--- config.mk ---
export PLATFORM = sky130hd
export DESIGN_NAME = wb_fifo_slave
export DESIGN_NICKNAME = d
export VERILOG_FILES = /design/src/rtl/wb_fifo_pkg.sv /design/src/rtl/sync_fifo_core.sv /design/src/rtl/wb_fifo_slave.sv
export SDC_FILE = /design/constraint.sdc
export NUM_CORES = 1
export LEC_CHECK = 0
export ABC_AREA = 1
export BUFFER_PORTS_ARGS = -buffer_cell sky130_fd_sc_hd__buf_2
export CAP_MARGIN = 20
export CORE_MARGIN = 4
export CORE_UTILIZATION = 45
export DETAILED_ROUTE_END_ITERATION = 8
export GPL_ROUTABILITY_DRIVEN = 1
export PLACE_DENSITY_LB_ADDON = 0.2
export SYNTH_ARGS = -nofsm -noshare
export SYNTH_HDL_FRONTEND = slang
export SYNTH_SLANG_ARGS = --single-unit
export TNS_END_PERCENT = 10
--- constraint.sdc ---
create_clock -name wb_clk_i -period 3.4 [get_ports wb_clk_i]
set_input_delay 0.51 -clock wb_clk_i [delete_from_list [all_inputs] [get_ports wb_clk_i]]
set_output_delay 0.51 -clock wb_clk_i [all_outputs]
set_load 0.005 [all_outputs]
--- src/rtl/wb_fifo_pkg.sv ---
// Shared constants for the Wishbone byte FIFO slave.
// Register addresses and bit positions of the FLAGS register.
package wb_fifo_pkg;
  localparam logic [1:0] ADR_DATA   = 2'd0;
  localparam logic [1:0] ADR_COUNT  = 2'd1;
  localparam logic [1:0] ADR_FLAGS  = 2'd2;
  localparam logic [1:0] ADR_THRESH = 2'd3;

  localparam int FLG_EMPTY = 0;
  localparam int FLG_FULL  = 1;
  localparam int FLG_UNF   = 2;
  localparam int FLG_OVF   = 3;

  localparam int CTL_FLUSH = 0;
  localparam int CTL_CLR   = 1;
endpackage

--- src/rtl/sync_fifo_core.sv ---
// Register-array synchronous FIFO with flush.
// Push-on-full and pop-on-empty are ignored.
module sync_fifo_core #(
  parameter int DEPTH = 16,
  parameter int AW    = 4,
  parameter int DW    = 8
) (
  input  logic          clk,
  input  logic          rst_n,
  input  logic          push,
  input  logic          pop,
  input  logic          flush,
  input  logic [DW-1:0] din,
  output logic [DW-1:0] dout,
  output logic [AW:0]   count,
  output logic          full,
  output logic          empty
);
  localparam logic [AW:0] FULL_CNT = (AW+1)'(DEPTH);

  logic [DW-1:0] mem_q [DEPTH];
  logic [AW-1:0] wr_ptr_q, wr_ptr_d;
  logic [AW-1:0] rd_ptr_q, rd_ptr_d;
  logic [AW:0]   count_q, count_d;
  logic          do_push, do_pop;

  assign full    = (count_q == FULL_CNT);
  assign empty   = (count_q == '0);
  assign count   = count_q;
  assign dout    = mem_q[rd_ptr_q];
  assign do_push = push & ~full;
  assign do_pop  = pop & ~empty;

  always_comb begin
    wr_ptr_d = wr_ptr_q;
    rd_ptr_d = rd_ptr_q;
    count_d  = count_q;
    if (flush) begin
      wr_ptr_d = '0;
      rd_ptr_d = '0;
      count_d  = '0;
    end else if (do_push) begin
      wr_ptr_d = wr_ptr_q + 1'b1;
      count_d  = count_q + 1'b1;
    end else if (do_pop) begin
      rd_ptr_d = rd_ptr_q + 1'b1;
      count_d  = count_q - 1'b1;
    end
  end

  always_ff @(posedge clk) begin
    if (!rst_n) begin
      wr_ptr_q <= '0;
      rd_ptr_q <= '0;
      count_q  <= '0;
    end else begin
      wr_ptr_q <= wr_ptr_d;
      rd_ptr_q <= rd_ptr_d;
      count_q  <= count_d;
    end
  end

  // Storage needs no reset; empty gates every read of it.
  always_ff @(posedge clk) begin
    if (do_push && !flush) mem_q[wr_ptr_q] <= din;
  end
endmodule

--- src/rtl/wb_fifo_slave.sv ---
// Wishbone classic slave exposing a byte FIFO behind four registers.
// Holds bus decode, registered ack/data, sticky flags, THRESH and irq.
module wb_fifo_slave
  import wb_fifo_pkg::*;
#(
  parameter int DEPTH = 16,
  parameter int AW    = 4,
  parameter int DW    = 8
) (
  input  logic          wb_clk_i,
  input  logic          wb_rst_i,
  input  logic          wb_cyc_i,
  input  logic          wb_stb_i,
  input  logic          wb_we_i,
  input  logic [1:0]    wb_adr_i,
  input  logic [DW-1:0] wb_dat_i,
  output logic [DW-1:0] wb_dat_o,
  output logic          wb_ack_o,
  output logic          irq_o
);
  logic          ack_q, ack_d;
  logic [DW-1:0] dat_q, dat_d;
  logic          ovf_q, ovf_d;
  logic          unf_q, unf_d;
  logic [DW-1:0] thresh_q, thresh_d;
  logic          irq_q, irq_d;

  logic          req, wr, rd;
  logic          push, pop, flush, clr;
  logic [DW-1:0] fifo_dout, rdata;
  logic [AW:0]   count;
  logic          full, empty;

  assign req   = wb_cyc_i & wb_stb_i & ~ack_q;
  assign wr    = req & wb_we_i;
  assign rd    = req & ~wb_we_i;
  assign push  = wr && (wb_adr_i == ADR_DATA);
  assign pop   = rd && (wb_adr_i == ADR_DATA);
  assign flush = wr && (wb_adr_i == ADR_FLAGS) && wb_dat_i[CTL_FLUSH];
  assign clr   = wr && (wb_adr_i == ADR_FLAGS) && wb_dat_i[CTL_CLR];

  sync_fifo_core #(
    .DEPTH (DEPTH),
    .AW    (AW),
    .DW    (DW)
  ) u_core (
    .clk   (wb_clk_i),
    .rst_n (wb_rst_i),
    .push  (push),
    .pop   (pop),
    .flush (flush),
    .din   (wb_dat_i),
    .dout  (fifo_dout),
    .count (count),
    .full  (full),
    .empty (empty)
  );

  always_comb begin
    rdata = '0;
    unique case (wb_adr_i)
      ADR_DATA:   rdata = empty ? '0 : fifo_dout;
      ADR_COUNT:  rdata = DW'(count);
      ADR_FLAGS:  rdata = {{(DW-4){1'b0}}, ovf_q, unf_q, full, empty};
      ADR_THRESH: rdata = thresh_q;
    endcase
  end

  always_comb begin
    ack_d    = req;
    dat_d    = dat_q;
    ovf_d    = ovf_q;
    unf_d    = unf_q;
    thresh_d = thresh_q;
    if (rd) dat_d = rdata;
    if (clr) begin
      ovf_d = 1'b0;
      unf_d = 1'b0;
    end
    if (push && full) ovf_d = 1'b1;
    if (pop && empty) unf_d = 1'b1;
    if (wr && (wb_adr_i == ADR_THRESH)) thresh_d = wb_dat_i;
    // Uses the already-updated count, so irq lags the ack by a cycle.
    irq_d = (thresh_q != '0) && (DW'(count) >= thresh_q);
  end

  always_ff @(posedge wb_clk_i) begin
    if (!wb_rst_i) begin
      ack_q    <= 1'b0;
      dat_q    <= '0;
      ovf_q    <= 1'b0;
      unf_q    <= 1'b0;
      thresh_q <= '0;
      irq_q    <= 1'b0;
    end else begin
      ack_q    <= ack_d;
      dat_q    <= dat_d;
      ovf_q    <= ovf_d;
      unf_q    <= unf_d;
      thresh_q <= thresh_d;
      irq_q    <= irq_d;
    end
  end

  assign wb_ack_o = ack_q;
  assign wb_dat_o = dat_q;
  assign irq_o    = irq_q;
endmodule

==> metrics <==
hold_ws=0.399 ns; clock tree sinks=165; R2R depth=8; outcome=complete, no violations; Core Footprint=16100 µm²; post-synthesis area per instance=9.48 µm²; distinct cell type count of the synthesized netlist=30; highest fanout seen on the critical path=33; starting utilization of the core area=46.5%; # nets final=835; DIE HEIGHT=137 µm; number of antenna repair diodes=0; data arrival at the endpoint of the critical path=2.58 ns; relative slew slack=31.0%; postcts setup bufs=0; number of hold-slack violations in the final timing report=0; H-tree levels=4; Max Root-Sink Buffers=2; hold bufs inserted after CTS=0; worst setup skew after layout=0.00793 ns; final weighted congestion in routability-driven placement=0.860; share of final-layout standard cells stronger than drive strength 1=10.1%; number of global-route vias before repair=4985; clock slew at reported path FFs=0.07 ns; Data required, critical path=3.76 ns; Port Buffers=24; # rows=46; clock tree root buffer cell=sky130_fd_sc_hd__clkbuf_16; first-pass GRT wire length=27300 µm; hold_sp=wb_stb_i; category of the most critical setup path=flip-flop to flip-flop; power per unit of standard cell area=515 nW/µm²; mean number of vias per cell=5.14; most used standard cell by instance count after synthesis=sky130_fd_sc_hd__nand2_1; clock tree from TritonCTS=built; most area-hungry cell type in the Yosys netlist=sky130_fd_sc_hd__edfxtp_1; average wire length per cell after detail routing=16.9 µm; total via count after detailed routing=5316; post-synth top area share=51.5%; cell depth of the worst hold path=3; upper clock frequency limit=450 MHz; Post-Syn Nets=816; violation count after the first detailed-routing iteration=599; DR pass1 iterations=5; detailed-route DRC error count=0; count of final max-slew check failures=0; top post-synthesis cells by area=sky130_fd_sc_hd__edfxtp_1, sky130_fd_sc_hd__nand2_1, sky130_fd_sc_hd__dfxtp_1; grt total ovfl=0; register area share after synthesis=61.4%; category of the worst setup path launch point=flip-flop; total detailed-routing wirelength=17500 µm; number of synthesized register bits=165; Cells after Synth=787; total of cells resized after clock tree synthesis=0; type of the tightest min-delay check=input pin to flip-flop; category of the worst setup path capture point=flip-flop; count of synthesis-stage warnings from yosys=0; number of flops mapped to enable cells by yosys=128; # setup viols final=0; Sum Neg Setup Slack=0 ns; period utilization=65.3%; Area growth, synth to finish=11.3%; CTS Buf Count=17; insertion delay of the later-clocked pin in the worst-skew pair=0.43 ns; Horiz. Die Dim=137 µm; most used flip-flop cell after synthesis=sky130_fd_sc_hd__edfxtp_1; number of fill cells=1450; fraction of registers with async set/reset=0%; standby leakage power=3.45 nW; summed instance area of the synthesized netlist=7460 µm²; initial antenna violation count=0; Worst-Margin Slew=1.03 ns; top cell types by occurrence after synthesis=sky130_fd_sc_hd__nand2_1, sky130_fd_sc_hd__edfxtp_1, sky130_fd_sc_hd__inv_1; setup repair after global routing missed its margin=false; largest net degree at the start of global routing=65; Detail Route Antenna Nets=0; I/O Pins=25; total routing resource utilization after global routing=19.7%; floorplan die area=18700 µm²; highest ir drop seen on vdd=0.000397 V; Tmin final=2.22 ns; detailed placement HPWL=11800 µm; total of max-cap violations=0
-- power breakdown --
part	switching, W	leakage, nW	internal [W]
Clock	0.000824	0.282	0.00110
Sequential	0.00000939	1.45	0.00218
Combinational	0.000118	1.72	0.0000441
-- state kept, by name, indices dropped and copies added (netlist names), named ones only --
| name | count |
|---|---|
| u_core.rd_ptr_q | 4 |
| irq_o | 1 |
| unf_q | 1 |
| u_core.wr_ptr_q | 4 |
| thresh_q | 8 |
| wb_dat_o | 8 |
| u_core.mem_q | 128 |
| ovf_q | 1 |
| u_core.count | 5 |
| wb_ack_o | 1 |
-- through the flow --
step / setup slack [ns] / util [%] / cells / power [W] / cell area (µm²)
final: 1.18 / 51.7 / 1035 / 0.00428 / 8300
after global routing: 0.998 / 51.7 / 1035 / 0.00443 / 8300
after CTS: 1.19 / 51.7 / 1035 / 0.00431 / 8300
after detailed placement: 0.933 / 48.0 / 1003 / 0.00239 / 7710
after global placement: 0.996 / 48.0 / 1003 / 0.00239 / 7710
after floorplan: 1.35 / - / 787 / 0.00232 / 7460
-- final cells by class --
| type | count | area [µm²] | share of cell area, % |
|---|---|---|---|
| Sequential cell | 165 | 4590 | 55.2 |
| Clock inverter | 14 | 166 | 2.00 |
| Tap cell | 216 | 270 | 3.25 |
| Inverter | 135 | 508 | 6.12 |
| Timing Repair Buffer | 27 | 143 | 1.72 |
| Multi-Input combinational cell | 460 | 2200 | 26.5 |
| Clock buffer | 18 | 429 | 5.17 |
-- placed cells by master, fill, tap and decap left out, types with 2 or more instances in the layout --
cell type | netlist | routed
sky130_fd_sc_hd__a21oi_1 | 31 | 31
sky130_fd_sc_hd__a211oi_1 | 3 | 3
sky130_fd_sc_hd__nor3_1 | 5 | 5
sky130_fd_sc_hd__nand2_4 | 2 | 2
sky130_fd_sc_hd__clkbuf_16 | 0 | 17
sky130_fd_sc_hd__nand3_1 | 107 | 107
sky130_fd_sc_hd__edfxtp_1 | 128 | 128
sky130_fd_sc_hd__inv_6 | 0 | 5
sky130_fd_sc_hd__bufinv_16 | 0 | 2
sky130_fd_sc_hd__nand2_1 | 211 | 211
sky130_fd_sc_hd__ha_1 | 13 | 13
sky130_fd_sc_hd__nor2_4 | 3 | 3
sky130_fd_sc_hd__buf_2 | 13 | 24
sky130_fd_sc_hd__inv_2 | 7 | 7
sky130_fd_sc_hd__clkinvlp_4 | 0 | 3
sky130_fd_sc_hd__nor2_2 | 2 | 2
sky130_fd_sc_hd__o31ai_1 | 2 | 2
sky130_fd_sc_hd__buf_4 | 3 | 3
sky130_fd_sc_hd__nor2_1 | 34 | 34
sky130_fd_sc_hd__nand4_1 | 5 | 5
sky130_fd_sc_hd__o21ai_0 | 29 | 29
sky130_fd_sc_hd__clkinv_4 | 0 | 2
sky130_fd_sc_hd__inv_8 | 0 | 2
sky130_fd_sc_hd__dfxtp_1 | 37 | 36
sky130_fd_sc_hd__xor2_1 | 2 | 2
sky130_fd_sc_hd__nand2_2 | 5 | 5
sky130_fd_sc_hd__inv_1 | 127 | 127
-- critical path: stages, from the launching register on --
cell and delay (ns):
sky130_fd_sc_hd__dfxtp_1 0.30, sky130_fd_sc_hd__buf_4 0.23, sky130_fd_sc_hd__inv_1 0.75, sky130_fd_sc_hd__nand3_1 0.19, sky130_fd_sc_hd__nand3_1 0.16, sky130_fd_sc_hd__nand3_1 0.11, sky130_fd_sc_hd__nand2_1 0.15, sky130_fd_sc_hd__nand2_1 0.10
sky130_fd_sc_hd__a21oi_1 0.15
-- final timing paths --
kind	to	slack, ns
worst max-delay path	wb_dat_o[1]	1.18
worst min-delay path	wb_ack_o	0.40
worst max register to register	wb_dat_o[1]	1.18
worst min register to register	unf_q	0.47
-- cell families (layout without fill, tap and decap cells) --
kind of cell | Yosys count | after routing | synth area share [%]
and+or+nand+nor | 376 | 376 | 21.9
DFF | 165 | 165 | 61.4
buffers and inverters | 162 | 194 | 9.04
AOI/OAI and AO/OA | 68 | 68 | 4.93
adders and majority gates | 14 | 14 | 2.45
xor gates and xnor gates | 2 | 2 | 0.235
-- per-layer routing --
metal,track usage (%),share of wire (%),vias to the layer above
li1,-,-,2605
met3,4.23,6.0,31
met4,7.73,2.4,0
met5,0,0,-
met1,26.3,44,2512
met2,31.6,47,168
No activity file was read; power rests on OpenSTA's default activity.
